[config.mk]
export PLATFORM = sky130hd
export DESIGN_NAME = id_decode_pipe
export DESIGN_NICKNAME = d
export VERILOG_FILES = /design/src/rtl/id_decode_pipe_pkg.sv /design/src/rtl/id_decode_pipe_operand_sel.sv /design/src/rtl/id_decode_pipe.sv
export SDC_FILE = /design/constraint.sdc
export NUM_CORES = 1
export LEC_CHECK = 0
export ABC_AREA = 1
export CELL_PAD_IN_SITES_DETAIL_PLACEMENT = 1
export CELL_PAD_IN_SITES_GLOBAL_PLACEMENT = 2
export CORE_UTILIZATION = 21
export CTS_BUF_LIST = sky130_fd_sc_hd__clkbuf_4 sky130_fd_sc_hd__clkbuf_8
export CTS_CLUSTER_SIZE = 10
export DETAILED_ROUTE_END_ITERATION = 6
export GPL_ROUTABILITY_DRIVEN = 0
export MAX_ROUTING_LAYER = met4
export PLACE_DENSITY = 0.8
export REMOVE_ABC_BUFFERS = 1
export SLEW_MARGIN = 20
export SYNTH_ARGS = -nofsm -noshare
export SYNTH_HDL_FRONTEND = slang
export SYNTH_SLANG_ARGS = --single-unit
export TNS_END_PERCENT = 20
[constraint.sdc]
create_clock -name clk -period 3.15 [get_ports clk]
set_input_delay 0.945 -clock clk [delete_from_list [all_inputs] [get_ports clk]]
set_output_delay 0.945 -clock clk [all_outputs]
set_load 0.05 [all_outputs]
[src/rtl/id_decode_pipe_pkg.sv]
// Shared decode constants: MIPS opcode/funct encodings, instruction field
// positions and widths of the decoded control bundle.
package id_decode_pipe_pkg;

    localparam int INST_W  = 32;
    localparam int OP_W    = 6;
    localparam int FUNCT_W = 6;
    localparam int SHAMT_W = 5;
    localparam int IMM_W   = 16;

    // Instruction field positions
    localparam int OP_MSB    = 31;
    localparam int RS_MSB    = 25;
    localparam int RT_MSB    = 20;
    localparam int RD_MSB    = 15;
    localparam int SHAMT_MSB = 10;
    localparam int FUNCT_MSB = 5;
    localparam int IMM_MSB   = 15;

    localparam logic [OP_W-1:0] OP_SPECIAL = 6'h00;
    localparam logic [OP_W-1:0] OP_ADDIU   = 6'h09;
    localparam logic [OP_W-1:0] OP_ANDI    = 6'h0C;
    localparam logic [OP_W-1:0] OP_ORI     = 6'h0D;
    localparam logic [OP_W-1:0] OP_XORI    = 6'h0E;
    localparam logic [OP_W-1:0] OP_LUI     = 6'h0F;
    localparam logic [OP_W-1:0] OP_LW      = 6'h23;

    localparam logic [FUNCT_W-1:0] FUNCT_NOP  = 6'h00;
    localparam logic [FUNCT_W-1:0] FUNCT_ADDU = 6'h21;
    localparam logic [FUNCT_W-1:0] FUNCT_AND  = 6'h24;
    localparam logic [FUNCT_W-1:0] FUNCT_OR   = 6'h25;
    localparam logic [FUNCT_W-1:0] FUNCT_XOR  = 6'h26;

    typedef struct packed {
        logic [FUNCT_W-1:0] funct;
        logic [SHAMT_W-1:0] shamt;
        logic               mem_read;
        logic               write_en;
    } ctrl_t;

endpackage

[src/rtl/id_decode_pipe_operand_sel.sv]
// One register read port: forwarding mux (EX over MEM over regfile) and the
// hazard flag that asks the top to hold IF for this operand.
module id_operand_sel
    import id_decode_pipe_pkg::*;
#(
    parameter int DATA_W = 32,
    parameter int REG_AW = 5,
    parameter bit FWD_EN = 1'b1
) (
    input  logic              read_en_i,
    input  logic [REG_AW-1:0] read_addr_i,
    input  logic [DATA_W-1:0] reg_data_i,
    input  logic              ex_wen_i,
    input  logic [REG_AW-1:0] ex_waddr_i,
    input  logic [DATA_W-1:0] ex_wdata_i,
    input  logic              mem_wen_i,
    input  logic [REG_AW-1:0] mem_waddr_i,
    input  logic [DATA_W-1:0] mem_wdata_i,
    input  logic              ld_pending_i,
    input  logic [REG_AW-1:0] ld_waddr_i,
    output logic [DATA_W-1:0] operand_o,
    output logic              hazard_o
);

    logic live;
    logic ex_hit;
    logic mem_hit;
    logic load_use;

    assign live     = read_en_i && (read_addr_i != '0);
    assign ex_hit   = live && ex_wen_i && (ex_waddr_i == read_addr_i);
    assign mem_hit  = live && mem_wen_i && (mem_waddr_i == read_addr_i);
    // The EX bus carries an address, not loaded data, while a LW sits in ID/EX
    assign load_use = live && ld_pending_i && (ld_waddr_i == read_addr_i);

    always_comb begin
        operand_o = reg_data_i;
        if (!live)
            operand_o = '0;
        else if (ex_hit && !load_use && FWD_EN)
            operand_o = ex_wdata_i;
        else if (mem_hit && FWD_EN)
            operand_o = mem_wdata_i;
    end

    assign hazard_o = load_use || (!FWD_EN && (ex_hit || mem_hit));

endmodule

[src/rtl/id_decode_pipe.sv]
// Pipelined ID stage: decodes one instruction per cycle, resolves operands
// with forwarding, stalls on load-use and owns the ID/EX register.
module id_decode_pipe
    import id_decode_pipe_pkg::*;
#(
    parameter int DATA_W = 32,
    parameter int ADDR_W = 32,
    parameter int REG_AW = 5,
    parameter bit FWD_EN = 1'b1
) (
    input  logic                clk,
    input  logic                rst,
    input  logic                if_valid,
    output logic                if_ready,
    input  logic [ADDR_W-1:0]   if_addr,
    input  logic [INST_W-1:0]   if_inst,
    output logic                reg_read_en_1,
    output logic                reg_read_en_2,
    output logic [REG_AW-1:0]   reg_addr_1,
    output logic [REG_AW-1:0]   reg_addr_2,
    input  logic [DATA_W-1:0]   reg_data_1,
    input  logic [DATA_W-1:0]   reg_data_2,
    input  logic                ex_fwd_wen,
    input  logic [REG_AW-1:0]   ex_fwd_waddr,
    input  logic [DATA_W-1:0]   ex_fwd_wdata,
    input  logic                mem_fwd_wen,
    input  logic [REG_AW-1:0]   mem_fwd_waddr,
    input  logic [DATA_W-1:0]   mem_fwd_wdata,
    input  logic                flush,
    input  logic                ex_ready,
    output logic                ex_valid,
    output logic [ADDR_W-1:0]   ex_addr,
    output logic [FUNCT_W-1:0]  ex_funct,
    output logic [SHAMT_W-1:0]  ex_shamt,
    output logic [DATA_W-1:0]   ex_operand_1,
    output logic [DATA_W-1:0]   ex_operand_2,
    output logic                ex_mem_read,
    output logic                ex_write_reg_en,
    output logic [REG_AW-1:0]   ex_write_reg_addr
);

    logic [OP_W-1:0]   opcode;
    logic [REG_AW-1:0] rs, rt, rd;
    logic [IMM_W-1:0]  imm;

    assign opcode = if_inst[OP_MSB -: OP_W];
    assign rs     = REG_AW'(if_inst[RS_MSB -: 5]);
    assign rt     = REG_AW'(if_inst[RT_MSB -: 5]);
    assign rd     = REG_AW'(if_inst[RD_MSB -: 5]);
    assign imm    = if_inst[IMM_MSB -: IMM_W];

    logic              dec_re1, dec_re2, dec_use_imm;
    logic [DATA_W-1:0] dec_imm;
    logic [REG_AW-1:0] dec_waddr;
    ctrl_t             dec_ctrl;

    always_comb begin
        dec_re1      = 1'b0;
        dec_re2      = 1'b0;
        dec_use_imm  = 1'b0;
        dec_imm      = '0;
        dec_waddr    = '0;
        dec_ctrl     = '0;
        dec_ctrl.funct = FUNCT_NOP;
        case (opcode)
            OP_SPECIAL: begin
                dec_re1        = 1'b1;
                dec_re2        = 1'b1;
                dec_ctrl.funct = if_inst[FUNCT_MSB -: FUNCT_W];
                dec_ctrl.shamt = if_inst[SHAMT_MSB -: SHAMT_W];
                dec_ctrl.write_en = 1'b1;
                dec_waddr      = rd;
            end
            OP_ORI, OP_ANDI, OP_XORI: begin
                dec_re1        = 1'b1;
                dec_use_imm    = 1'b1;
                dec_imm[IMM_W-1:0] = imm;
                dec_ctrl.funct = (opcode == OP_ORI)  ? FUNCT_OR :
                                 (opcode == OP_ANDI) ? FUNCT_AND : FUNCT_XOR;
                dec_ctrl.write_en = 1'b1;
                dec_waddr      = rt;
            end
            OP_ADDIU, OP_LW: begin
                dec_re1        = 1'b1;
                dec_use_imm    = 1'b1;
                dec_imm        = {{(DATA_W-IMM_W){imm[IMM_W-1]}}, imm};
                dec_ctrl.funct = FUNCT_ADDU;
                dec_ctrl.mem_read = (opcode == OP_LW);
                dec_ctrl.write_en = 1'b1;
                dec_waddr      = rt;
            end
            OP_LUI: begin
                dec_use_imm    = 1'b1;
                dec_imm[31:0]  = {imm, 16'h0000};
                dec_ctrl.funct = FUNCT_OR;
                dec_ctrl.write_en = 1'b1;
                dec_waddr      = rt;
            end
            default: ;
        endcase
        if (dec_waddr == '0)
            dec_ctrl.write_en = 1'b0;
    end

    assign reg_read_en_1 = dec_re1 && !rst;
    assign reg_read_en_2 = dec_re2 && !rst;
    assign reg_addr_1    = reg_read_en_1 ? rs : '0;
    assign reg_addr_2    = reg_read_en_2 ? rt : '0;

    logic              ex_valid_q, ex_valid_d;
    logic [ADDR_W-1:0] ex_addr_q, ex_addr_d;
    logic [DATA_W-1:0] op1_q, op1_d, op2_q, op2_d;
    logic [REG_AW-1:0] waddr_q, waddr_d;
    ctrl_t             ctrl_q, ctrl_d;

    logic              ld_pending;
    logic [DATA_W-1:0] sel_op1, sel_op2;
    logic              hz1, hz2, stall, load, fire;

    assign ld_pending = ex_valid_q && ctrl_q.mem_read && ctrl_q.write_en && (waddr_q != '0);

    id_operand_sel #(.DATA_W(DATA_W), .REG_AW(REG_AW), .FWD_EN(FWD_EN)) u_sel_1 (
        .read_en_i(reg_read_en_1), .read_addr_i(reg_addr_1), .reg_data_i(reg_data_1),
        .ex_wen_i(ex_fwd_wen), .ex_waddr_i(ex_fwd_waddr), .ex_wdata_i(ex_fwd_wdata),
        .mem_wen_i(mem_fwd_wen), .mem_waddr_i(mem_fwd_waddr), .mem_wdata_i(mem_fwd_wdata),
        .ld_pending_i(ld_pending), .ld_waddr_i(waddr_q),
        .operand_o(sel_op1), .hazard_o(hz1)
    );

    id_operand_sel #(.DATA_W(DATA_W), .REG_AW(REG_AW), .FWD_EN(FWD_EN)) u_sel_2 (
        .read_en_i(reg_read_en_2), .read_addr_i(reg_addr_2), .reg_data_i(reg_data_2),
        .ex_wen_i(ex_fwd_wen), .ex_waddr_i(ex_fwd_waddr), .ex_wdata_i(ex_fwd_wdata),
        .mem_wen_i(mem_fwd_wen), .mem_waddr_i(mem_fwd_waddr), .mem_wdata_i(mem_fwd_wdata),
        .ld_pending_i(ld_pending), .ld_waddr_i(waddr_q),
        .operand_o(sel_op2), .hazard_o(hz2)
    );

    assign stall    = hz1 || hz2;
    assign load     = !ex_valid_q || ex_ready;
    // Flush consumes the IF instruction even while stalled or back-pressured
    assign if_ready = !rst && ((load && !stall) || flush);
    assign fire     = if_valid && if_ready;

    always_comb begin
        ex_valid_d = ex_valid_q;
        ex_addr_d  = ex_addr_q;
        op1_d      = op1_q;
        op2_d      = op2_q;
        waddr_d    = waddr_q;
        ctrl_d     = ctrl_q;
        if (flush) begin
            ex_valid_d = 1'b0;
        end else if (load) begin
            ex_valid_d = fire;
            if (fire) begin
                ex_addr_d = if_addr;
                op1_d     = sel_op1;
                op2_d     = dec_use_imm ? dec_imm : sel_op2;
                waddr_d   = dec_waddr;
                ctrl_d    = dec_ctrl;
            end
        end
    end

    always_ff @(posedge clk) begin
        if (rst) begin
            ex_valid_q <= 1'b0;
            ex_addr_q  <= '0;
            op1_q      <= '0;
            op2_q      <= '0;
            waddr_q    <= '0;
            ctrl_q     <= '0;
        end else begin
            ex_valid_q <= ex_valid_d;
            ex_addr_q  <= ex_addr_d;
            op1_q      <= op1_d;
            op2_q      <= op2_d;
            waddr_q    <= waddr_d;
            ctrl_q     <= ctrl_d;
        end
    end

    assign ex_valid          = ex_valid_q;
    assign ex_addr           = ex_addr_q;
    assign ex_funct          = ctrl_q.funct;
    assign ex_shamt          = ctrl_q.shamt;
    assign ex_operand_1      = op1_q;
    assign ex_operand_2      = op2_q;
    assign ex_mem_read       = ctrl_q.mem_read;
    assign ex_write_reg_en   = ctrl_q.write_en;
    assign ex_write_reg_addr = waddr_q;

endmodule
==> Word-level counts from Yosys, hierarchy flattened <==
Index checks and enable logic that the tools add are counted.
{ "word_totals": {"latch_bits": 0, "ramBits": 0, "inputBits": 209, "out_inout_bits": 128, "mem_bits_ro": 0, "mem_count": 0, "regBits": 115, "word_cells": 89} }
{ "classes": {"addsub": 0, "div_mod_pow": 0, "eq_ne": 12, "bitwise_logic": 1, "reduce_logical": 45, "multipliers": 0, "magnitude_cmp": 0, "shifts": 0, "mux": 22} }
{ "ops": {"columns": ["cell", "count"], "rows": [
  ["two-way mux 32 bit", 7],
  ["one-hot mux 16 bit (2 select lines)", 1],
  ["== test 5 bit", 6],
  ["== test 6 x 4 -> 1 bit, second input constant", 5],
  ["logical AND 1 bit", 24],
  ["one-hot mux 6 bit (4 select lines)", 1],
  ["two-way mux 16 bit", 1],
  ["two-way mux 5 bit", 3],
  ["nonzero test 5 bit", 3],
  ["OR reduction 6 bit", 2],
  ["one-hot mux 5 bit (2 select lines)", 1],
  ["OR reduction 7 bit", 1],
  ["== test 6 bit, second input constant", 1],
  ["zero test 6 bit", 1],
  ["two-way mux 1 bit", 6],
  ["zero test 1 bit", 5],
  ["zero test 5 bit", 1],
  ["OR reduction 5 bit", 1],
  ["two-way mux 2 bit", 2],
  ["OR reduction 2 bit", 2],
  ["logical OR 1 bit", 3],
  ["AND reduction 3 bit", 1],
  ["OR reduction 3 bit", 1],
  ["inverter 1 bit", 1]
]} }

==> Depth between registers and ports, before layout <==
{ "logic_depth": {"ltp_word": 16, "mapped_depth": 18} }

==> Hierarchy <==
Synthesis repeated with hierarchy kept, for this count alone.
{ "unflattened": {"cells_unflattened": 1434, "area_unflattened_um2": 8112.8} }
{ "by_module_without_submodules": {"columns": ["module", "instances", "cells_each", "area_each_um2", "seq_area_each_um2"], "rows": [
  ["id_decode_pipe", 1, 638, 4621.9, 2302.2],
  ["id_operand_sel", 2, 398, 1745.4, 0.0]
]} }

==> Worst setup path before layout <==
OpenSTA, ideal clock, no wires.
{ "synth_timing": {"path_type": "input-to-output", "start": "input port if_inst[31]", "end": "output port if_ready", "arrival_time_ps": 3081, "stages": 11, "setup_slack_ps": -876, "path_buffers": 0, "path_cell_list": "nor2_2 nand3_4 nor2_8 nand2_2 inv_2 nand2_1 nand4_1 nor2_1 a21oi_1 nand2_1 a21oi_1"} }
{ "synth_via": {"elab_cells_between_ends": 28, "cone_classes": "eq/ne: 7; mux: 4; reduce/logical: 17"} }
{ "synth_rtl": {"columns": ["element", "line", "source"], "rows": [
  ["start: declaration", "id_decode_pipe.sv:16", "input logic [INST_W-1:0] if_inst,"],
  ["zero test 6 bit (*)", "id_decode_pipe.sv:65", "case (opcode)"],
  ["two-way mux 1 bit (*)", "id_decode_pipe.sv:65", null],
  ["logical AND 1 bit (*)", "id_decode_pipe.sv:106", "assign reg_read_en_2 = dec_re2 && !rst;"],
  ["via reg_read_en_2", "id_decode_pipe.sv:18", "output logic reg_read_en_2,"],
  ["two-way mux 5 bit (*)", "id_decode_pipe.sv:108", "assign reg_addr_2 = reg_read_en_2 ? rt : '0;"],
  ["via reg_addr_2[3]", "id_decode_pipe.sv:20", "output logic [REG_AW-1:0] reg_addr_2,"],
  ["nonzero test 5 bit", "id_decode_pipe_operand_sel.sv:30", "assign live = read_en_i && (read_addr_i != '0);"],
  ["logical AND 1 bit", "id_decode_pipe_operand_sel.sv:30", null],
  ["logical AND 1 bit", "id_decode_pipe_operand_sel.sv:34", "assign load_use = live && ld_pending_i && (ld_waddr_i == read_addr_i);"],
  ["logical AND 1 bit (*)", "id_decode_pipe_operand_sel.sv:34", null],
  ["logical OR 1 bit (*)", "id_decode_pipe.sv:138", "assign stall = hz1 || hz2;"],
  ["zero test 1 bit (*)", "id_decode_pipe.sv:141", "assign if_ready = !rst && ((load && !stall) || flush);"],
  ["logical AND 1 bit (*)", "id_decode_pipe.sv:141", null],
  ["logical OR 1 bit (*)", "id_decode_pipe.sv:141", null],
  ["logical AND 1 bit (*)", "id_decode_pipe.sv:141", null],
  ["end: declaration", "id_decode_pipe.sv:14", "output logic if_ready,"]
]} }
The timed path passes the listed nets; every way through them passes the cells marked *.

==> Worst setup path after layout <==
{ "layout_timing": {"start": "input port if_inst[29]", "end": "output port if_ready"} }
{ "layout_via": {"elab_chain_len": 14, "elab_cells_between_ends": 28, "cone_classes": "eq/ne: 7; mux: 4; reduce/logical: 17"} }
{ "layout_rtl": {"columns": ["element", "line", "source"], "rows": [
  ["== test 6 x 4 -> 1 bit (tied with other cells)", "id_decode_pipe.sv:65", null],
  ["OR reduction 6 bit (no source line)", null, null],
  ["two-way mux 1 bit", "id_decode_pipe.sv:65", null],
  ["logical AND 1 bit", "id_decode_pipe.sv:105", "assign reg_read_en_1 = dec_re1 && !rst;"],
  ["two-way mux 5 bit", "id_decode_pipe.sv:107", "assign reg_addr_1 = reg_read_en_1 ? rs : '0;"],
  ["nonzero test 5 bit", "id_decode_pipe_operand_sel.sv:30", null],
  ["logical AND 1 bit", "id_decode_pipe_operand_sel.sv:30", null],
  ["logical AND 1 bit (2 in series)", "id_decode_pipe_operand_sel.sv:34", null],
  ["logical OR 1 bit (*)", "id_decode_pipe.sv:138", null],
  ["zero test 1 bit (*)", "id_decode_pipe.sv:141", null],
  ["logical AND 1 bit (*)", "id_decode_pipe.sv:141", null],
  ["logical OR 1 bit (*)", "id_decode_pipe.sv:141", null],
  ["logical AND 1 bit (*)", "id_decode_pipe.sv:141", null]
]} }
Mark *: on every way between the ends. The rest lies on a longest branch, timed or not.

==> flow_metrics.tcl <==
set metrics [dict create \
    met1_usage 0.248 \
    reg2reg_slack_ns 0.38 \
    required_ns 2.20 \
    maxCapViolations 0 \
    areaGrowthSynthToFinish_pct 77.7 \
    fin_nets 2151 \
    synth_top_family_by_area "simple AND/OR/NAND/NOR gates" \
    clockRootBuffer "clkbuf_8" \
    synth.area.top_cells "dfxtp_1 28%, nand2_1 23%, nor2_1 15%" \
    period_minus_slack_ns 3.52 \
    clk_pin_slew_ns 0.08 \
    tritoncts "yes" \
    slew_headroom 0.432 \
    p_leak_nw 7.39 \
    muxShareOfSynthArea 0 \
    grt_pass1_vias 10700 \
    cp_common_cell "buf_6" \
    cts_max_level 4 \
    gr-usage-all-layers 0.213 \
    worst_setup_path_end_kind "primary output" \
    dieWidth_um 199 \
    synth_compound_area_frac 0.0792 \
    grt_setup_unrepaired "yes" \
    status "finished with violations" \
    tightest_slew_ns 0.852 \
    fillCellCount 4912 \
    grt_pass1_wl_um 61200 \
    grtUsageMet3 0.0504 \
    wire_per_inst_um 17.7 \
    critPathLaunchType "primary input" \
    violations "setup timing" \
    crit_type "primary input to primary output" \
    grt_max_degree 70 \
    yosys.area_share.simple 0.471 \
    hold_violations 0 \
    wl_um 43600 \
    ys_seq_area_frac 0.283 \
    remaining_drc_errors 0 \
    num_io_pins 337 \
    clock-sinks 115 \
    finish.utilization 0.382 \
    drive_above_1_share 0.140 \
    overflow 0 \
    ys_types 36 \
    worst_slack_ns -0.371 \
    yosysTopAreaCell "dfxtp_1" \
    crit_family "simple AND/OR/NAND/NOR gates" \
    ys_warn_count 0 \
    dp_hpwl_um 30500 \
    core_um2 37900 \
    finClkSkew_ns 0.0186 \
    slowest_stage "buf_6" \
    grt_use_met2 0.357 \
    ctsHoldBuffers 0 \
    syn_avg_cell_area_um2 5.39 \
    finalSetupViolCount 6 \
    port_buffers 336 \
    arrival_ns 2.58 \
    drtIter0Drc 353 \
    synthesis.area_um2 8150 \
    fin_crit_sh 1.12 \
    slew_violations 0 \
    worst_path_largest_cell_delay_ns 0.18 \
    postLayoutCellArea_um2 14500 \
    via_count 10600 \
    clockBufferDepth 2 \
    cp_max_fo 5 \
    postRouteAntennaNets 0 \
    critPathBufInv 4 \
    cts_buffers 17 \
    num_rows 71 \
    hp-class "flip-flop to flip-flop" \
    die-area_um2 39600 \
    synthXorXnorAreaFrac 0.00537 \
    ys_ff_latch 115 \
    place_area_um2 13000 \
    syn_inst 1513 \
    ir_drop_uv 231 \
    drt-vias-per-instance 4.31 \
    p_per_area_nw_per_um2 315 \
    clk_latency_ns 0.49 \
    synth_top_area_share 0.283 \
    path_cells "buf_2, nor2_4, nand3_4, buf_6, nand4_4, buf_6, nand4_1, nand2_1, nor2_1, nand3_1, nand2_2, a21oi_4, buf_6" \
    start_util 0.215 \
    max_freq_mhz 284 \
    antenna_found_initial 3 \
    synthAdderAreaFrac 0 \
    dr.pass1.iters 5 \
    globalRoute.busiestLayer "met2" \
    die_h_um 199 \
]
## per-stage QoR
| stage | hold slack [ns] | setup TNS, ns | worst slack [ns] | instances | total power [mW] |
|---|---|---|---|---|---|
| after global routing | 0.544 | -1.85 | -0.456 | 2469 | 4.78 |
| after global placement | 0.494 | -67.78 | -0.887 | 2391 | 2.83 |
| after CTS | 0.521 | -25.03 | -0.335 | 2451 | 4.57 |
| final | 0.515 | -0.594 | -0.371 | 2469 | 4.56 |
| after floorplan | 0.723 | -479.25 | -4.42 | 1432 | 2.22 |
| after detailed placement | 0.507 | -76.97 | -0.942 | 2391 | 2.84 |
## cells by family after synthesis
group / Yosys count
xor+xnor: 5
buf+inv: 328
compound gates: 125
simple gates: 940
flops: 115
## cells in the mapped netlist
cell type	count
nand4_2	1
nor2_1	334
nand4_4	1
nor3_1	2
nand3_1	55
and2_1	1
nand2_2	5
o22ai_1	2
inv_2	3
nand4_1	15
o21ai_0	32
clkinv_1	1
xor2_1	5
nor2_2	4
buf_4	3
o21ai_1	30
o31ai_1	2
nor3_4	1
nor2_8	1
clkbuf_1	26
nand3_2	1
or3_1	1
nand3_4	1
buf_6	3
dfxtp_1	115
nor4_1	1
a22o_1	1
o2111ai_1	1
buf_2	45
a32o_1	1
nand3b_1	23
nor3_2	1
buf_1	4
inv_1	243
nand2_1	492
a21oi_1	56
## worst paths after layout
path,startpoint,to,cells after the start
hold reg to reg,ex_addr[31],ex_addr[31],4
setup / recovery,if_inst[29],if_ready,13
hold / removal,ex_addr[31],ex_addr[31],4
setup reg to reg,ex_write_reg_addr[2],ex_shamt[0],19
## layout by cell type, fill, tap and decap left out, types with 3 or more instances in the layout
cell type / instances
a21oi_1: 51
a21oi_2: 4
buf_12: 33
buf_16: 4
buf_4: 97
buf_6: 16
buf_8: 6
bufinv_16: 4
clkbuf_16: 15
clkbuf_8: 20
clkdlybuf4s50_1: 309
clkinvlp_4: 4
dfxtp_1: 115
diode_2: 3
dlygate4sd2_1: 7
inv_1: 241
inv_2: 4
nand2_1: 477
nand2_2: 14
nand2_4: 4
nand3_1: 46
nand3_2: 8
nand3_4: 3
nand3b_1: 23
nand4_1: 15
nand4_4: 3
nor2_1: 321
nor2_2: 13
nor2_4: 4
o21ai_0: 31
o21ai_1: 31
xor2_1: 5
## routing by layer
layer / vias up / part of all wire
met3: 47 / 0.057
met4: 0 / 0.018
met1: 4922 / 0.45
met5: - / 0
li1: 5376 / -
met2: 290 / 0.48
## area by class of cell
cell class,count,area (um2),area share
multi-input cells,1071,4820,0.333
flip-flops and latches,115,2300,0.159
clock inverters,12,178,0.0123
clock buffers,20,275,0.0190
inverters,247,935,0.0645
well taps,511,639,0.0442
diodes,3,7.51,0.000518
repair buffers,490,5320,0.367
## report_power, final
group	internal, mW	total [mW]	switching [mW]
Combinational	0.594	1.31	0.718
Clock	0.925	1.67	0.750
Sequential	1.53	1.58	0.0472
## worst min-delay path, stage by stage, from the launching register on
cell	delay [ns]
dfxtp_1	0.31
inv_1	0.05
nand2_1	0.04
nand2_1	0.05
nor2_1	0.03
## timing repair
| action | 4_1_cts | 5_1_grt |
|---|---|---|
| setup buffers | 28 | 10 |
| pin swaps | 19 | 37 |
| endpoints found under the setup margin | 123 | 123 |
| endpoints found under the hold margin | 0 | 0 |
| gates cloned | 2 | 17 |
| resized for setup | 82 | 56 |
## registers in the layout, summed over array words and instances (netlist names)
name	flops
ex_funct	6
ex_valid	1
ex_write_reg_addr	5
ex_mem_read	1
ex_operand_2	32
ex_shamt	5
ex_operand_1	32
ex_addr	32
ex_write_reg_en	1
Note: power is estimated with default switching activity, not from simulation.
